$ cat src/rtl/sub_unit_arbiter.sv
// sub_unit_arbiter: round-robin arbiter sharing one N-bit subtractor among
// NREQ requesters, with a single-entry valid/ready output slot.
// Optional feature macro: SUB_OVF_EN adds the registered signed-overflow
// output rsp_ovf.

// Plain N-bit adder with carry-in; subtraction is in1 + ~in2 + 1.
module N_bit_adder #(
  parameter int N = 32
) (
  input  logic [N-1:0] in1,
  input  logic [N-1:0] in2,
  input  logic         cin,
  output logic [N-1:0] sum
);

  assign sum = in1 + in2 + {{(N-1){1'b0}}, cin};

endmodule

module sub_unit_arbiter #(
  parameter int N    = 32,
  parameter int NREQ = 4,
  parameter int IDW  = $clog2(NREQ)
) (
  input  logic              clk,
  input  logic              reset,
  input  logic [NREQ-1:0]   req_valid,
  output logic [NREQ-1:0]   req_ready,
  input  logic [NREQ*N-1:0] req_a,
  input  logic [NREQ*N-1:0] req_b,
  output logic              rsp_valid,
  input  logic              rsp_ready,
  output logic [N-1:0]      rsp_data,
`ifdef SUB_OVF_EN
  output logic              rsp_ovf,
`endif
  output logic [IDW-1:0]    rsp_id
);

  typedef enum logic {EMPTY, FULL} slot_state_t;

  slot_state_t          state;
  logic [IDW-1:0]       ptr;
  logic [IDW-1:0]       ptr_next;
  logic [IDW-1:0]       cand;
  logic [IDW-1:0]       win_idx;
  logic [NREQ-1:0]      win;
  logic                 found;
  logic                 accept;
  logic                 issue;
  logic [N-1:0]         op_a;
  logic [N-1:0]         op_b;
  logic [N-1:0]         diff;

  assign rsp_valid = (state == FULL);

  // The slot can take a new result when it is empty or draining this cycle.
  assign accept = ~rsp_valid | rsp_ready;

  // Scan requesters starting at ptr, wrapping; the first valid one wins.
  always_comb begin
    win     = '0;
    win_idx = '0;
    found   = 1'b0;
    cand    = '0;
    for (int k = 0; k < NREQ; k++) begin
      cand = IDW'((int'(ptr) + k) % NREQ);
      if (!found && req_valid[cand]) begin
        found      = 1'b1;
        win[cand]  = 1'b1;
        win_idx    = cand;
      end
    end
  end

  assign req_ready = (accept && !reset) ? win : '0;
  assign issue     = accept & found;

  assign op_a = req_a[win_idx*N +: N];
  assign op_b = req_b[win_idx*N +: N];

  N_bit_adder #(.N(N)) u_sub (
    .in1 (op_a),
    .in2 (~op_b),
    .cin (1'b1),
    .sum (diff)
  );

  assign ptr_next = (win_idx == IDW'(NREQ - 1)) ? '0 : win_idx + 1'b1;

`ifdef SUB_OVF_EN
  logic diff_ovf;
  assign diff_ovf = (op_a[N-1] != op_b[N-1]) && (diff[N-1] != op_a[N-1]);
`endif

  // Slot state machine: load on issue, drain on consumer handshake, else hold.
  always_ff @(posedge clk or posedge reset) begin
    if (reset) begin
      state    <= EMPTY;
      rsp_data <= '0;
      rsp_id   <= '0;
      ptr      <= '0;
`ifdef SUB_OVF_EN
      rsp_ovf  <= 1'b0;
`endif
    end else if (issue) begin
      state    <= FULL;
      rsp_data <= diff;
      rsp_id   <= win_idx;
      ptr      <= ptr_next;
`ifdef SUB_OVF_EN
      rsp_ovf  <= diff_ovf;
`endif
    end else if (state == FULL && rsp_ready) begin
      state <= EMPTY;
    end
  end

endmodule

$ cat config.mk
export PLATFORM = sky130hd
export DESIGN_NAME = sub_unit_arbiter
export DESIGN_NICKNAME = d
export VERILOG_FILES = /design/src/rtl/sub_unit_arbiter.sv
export SDC_FILE = /design/constraint.sdc
export NUM_CORES = 1
export LEC_CHECK = 0
export ABC_AREA = 1
export BUFFER_PORTS_ARGS = -buffer_cell sky130_fd_sc_hd__buf_2
export CAP_MARGIN = 20
export CORE_MARGIN = 2
export CORE_UTILIZATION = 40
export CTS_BUF_LIST = sky130_fd_sc_hd__clkbuf_4 sky130_fd_sc_hd__clkbuf_8
export CTS_CLUSTER_DIAMETER = 150
export DETAILED_ROUTE_END_ITERATION = 12
export GPL_ROUTABILITY_DRIVEN = 1
export GPL_TIMING_DRIVEN = 0
export PLACE_DENSITY = 0.81
export SLEW_MARGIN = 20
export SYNTH_ARGS = -nofsm -noshare
export SYNTH_HDL_FRONTEND = slang
export SYNTH_SLANG_ARGS = --single-unit
$ cat constraint.sdc
create_clock -name clk -period 4 [get_ports clk]
set_input_delay 0.8 -clock clk [delete_from_list [all_inputs] [get_ports clk]]
set_output_delay 0.8 -clock clk [all_outputs]
set_load 0.02 [all_outputs]
==> impl_metrics.csv <==
group,metric,value,unit
run_status,status,"finished, violations left",
run_status,failed_checks,"setup timing",
die,fp-row-count,43,
grt,grt_first_pass_wirelength,40.9,mm
sta,tns,-0.254,ns
clock_tree,cts_tree,"built",
worst_setup_path,worstSetupPathType,"reg -> reg",
clock_tree,cts_buffer_depth,2,
sta,fin_skew,0.00492,ns
synth,synth_top_cell_by_area,"nand2_1",
placement,io_buffers,301,
grt,grt_remaining_overflow,0,
drt,drt_wl_total,30.9,mm
synth,synthTopCellsByArea,"nand2_1 (22%), dfrtp_1 (17%), a21oi_1 (9.5%)",
die,die_area,0.0149,mm^2
worst_setup_path,cp_data_arrival_time,4.30,ns
clock_tree,root_buffer,"clkbuf_8",
drt,dr_total_vias,8782,
synth,synthTopCellsByCount,"nand2_1 (329), a21oi_1 (106), inv_1 (64)",
synth,synth_edf_count,0,
worst_setup_path,critPathRequiredTime,4.20,ns
grt,antenna_found_initial,2,
grt,grt_max_degree,38,
clock_tree,cts_hold_buf,0,
layout,syn_to_final_growth,71.8,%
sta,maxSlewHeadroom,47.4,%
grt,grt_pass1_vias,7824,
synth,async_reset_ff_share,100,%
synth,yosysSeqAreaShare,16.6,%
drt,via_per_inst,5.97,
synth,netlist_area,0.00558,mm^2
sta,max_freq,0.244,GHz
synth,synth.most_common_cell,"nand2_1",
worst_setup_path,worstSetupEndpointType,"flop",
grt,grt_use_total,35.7,%
synth,synth_top_area_share,22.1,%
synth,synth_ff_type,"dfrtp_1",
die,die_w,122,um
synth,postSynthCellCount,907,
job,maxCapViolations,0,
placement,gp_congestion,0.989,
drt,drt_first_pass_iters,8,
sta,finalSetupViolations,6,
synth,avgSynthCellArea,6.15,um^2
clock_tree,numClockSinks,37,
synth,ys_types,44,
worst_hold_path,hold_class,"reg -> reg",
drt,wire_per_inst,21.0,um
synth,synth_fp_nets,1209,
clock_tree,cts_made_buffers,5,
drt,ant_nets,0,
placement,dp_slack,-0.923,ns
sta,min_period,4.10,ns
sta,hold_viol_final,0,
worst_setup_path,cp-start-kind,"flop",
layout,fin_nets,1590,
clock_tree,clk_latency,0.30,ns
die,start_util,40.5,%
sta,tightest_slew,0.788,ns
clock_tree,clkSlewWorstSetupHoldPaths,0.08,ns
layout,layout-drive-gt1-share,48.8,%
drt,drtIter0Drc,878,
worst_setup_path,crit_fanout,8,
die,fp.coreArea,0.0138,mm^2
sta,rsz0062_at_grt,"true",
placement,place_hpwl,21.7,mm
clock_tree,htree_levels,2,
sta,layout_setup_ws,-0.103,ns
synth,yosysWarningCount,0,
die,die_h,122,um
sta,finalCritPeriodShare,103,%
drt,drc_errors,0,
synth,synth_seq_cells,37,
sta,slew_violations,0,
die,ios,302,
-- final cells by class --
type / count / area, um^2
Antenna cell: 2 / 5.00
Buffer: 49 / 537
Clock buffer: 7 / 90.1
Clock inverter: 1 / 30.0
Fill cell: 1115 / 4190
Inverter: 68 / 273
Multi-Input combinational cell: 753 / 5260
Sequential cell: 37 / 928
Tap cell: 180 / 225
Timing Repair Buffer: 373 / 2220
Timing Repair inverter: 1 / 8.76
-- registers in the layout (all words and copies together), names as in the netlist --
register,count
rsp_data,32
rsp_id,2
rsp_valid,1
ptr,2
-- timing repair --
action                     in CTS  in global routing
gates cloned                    2                  8
resized for setup             127                211
setup endpoints to repair      28                 22
buffers inserted               23                 40
pin swaps                      23                 95
-- logic make-up after synthesis --
logic type	after synthesis	share of synthesized area [%]
xor gates and xnor gates	17	2.67
buffers and inverters	117	9.85
adders and majority gates	39	8.89
and+or+nand+nor	442	32.9
AOI/OAI and AO/OA	255	29.0
DFF	37	16.6
-- worst paths after layout --
path | start | end | slack [ns] | cells after the start
max | ptr[0]$_DFFE_PP0P_ | rsp_data[26]$_DFFE_PP0P_ | -0.10 | 25
min | rsp_data[24]$_DFFE_PP0P_ | rsp_data[24]$_DFFE_PP0P_ | 0.48 | 2
max reg2reg | ptr[0]$_DFFE_PP0P_ | rsp_data[26]$_DFFE_PP0P_ | -0.10 | 25
min reg2reg | rsp_data[24]$_DFFE_PP0P_ | rsp_data[24]$_DFFE_PP0P_ | 0.48 | 2
max in group asynchronous | reset | ptr[0]$_DFFE_PP0P_ | 2.80 | 2
min in group asynchronous | reset | rsp_valid$_DFFE_PP0P_ | 0.64 | 2
-- critical path, cell delays in order, from the launching register on --
cell and delay [ns]:
dfrtp_2 0.43, inv_2 0.12, buf_8 0.13, ha_4 0.23
inv_4 0.08, nand3_1 0.12, nand2_2 0.12, nand3b_4 0.16
nand3_4 0.15, buf_6 0.17, inv_8 0.07, buf_12 0.16
buf_12 0.14, nand2_1 0.09, a32oi_4 0.32, ha_4 0.29
nand2_4 0.09, inv_1 0.09, a21oi_2 0.19, o21bai_2 0.11
a21oi_4 0.14, nand2_4 0.08, a21o_1 0.19, or2_4 0.23
nand3_2 0.05, nand2_1 0.05
-- per-stage QoR --
step / util, % / hold WS (ns) / cell area, um^2 / instances
3_3_place_gp: 53.1 / 0.463 / 7310 / 1388
5_1_grt: 69.5 / 0.499 / 9580 / 1471
3_5_place_dp: 53.1 / 0.469 / 7310 / 1388
4_1_cts: 59.6 / 0.487 / 8210 / 1421
2_1_floorplan: - / 0.591 / 5580 / 907
6_report: 69.5 / 0.484 / 9580 / 1471
-- per-layer routing --
metal,track usage [%],vias to the layer above,wire length (um)
li1,-,3903,-
met1,43.9,4033,11400
met2,59.0,682,13900
met3,8.52,164,3470
met4,16.2,0,2060
met5,0,-,0
-- cells in the final DEF, fill, tap and decap left out, drive strengths merged, types with 3 or more instances in the layout --
cell type / n
ha: 38
o21ai: 59
a32o: 30
a21o: 7
nor2: 40
dfrtp: 37
nand2: 332
nor3: 8
a31oi: 5
or2: 4
a21oi: 106
xor2: 11
a22oi: 3
a32oi: 29
buf: 407
a21boi: 3
clkbuf: 22
o221ai: 3
nand3: 51
inv: 67
xnor2: 6
Power is not shown: default switching activity piles up to over one toggle a cycle in this logic, so the estimate is an artifact.
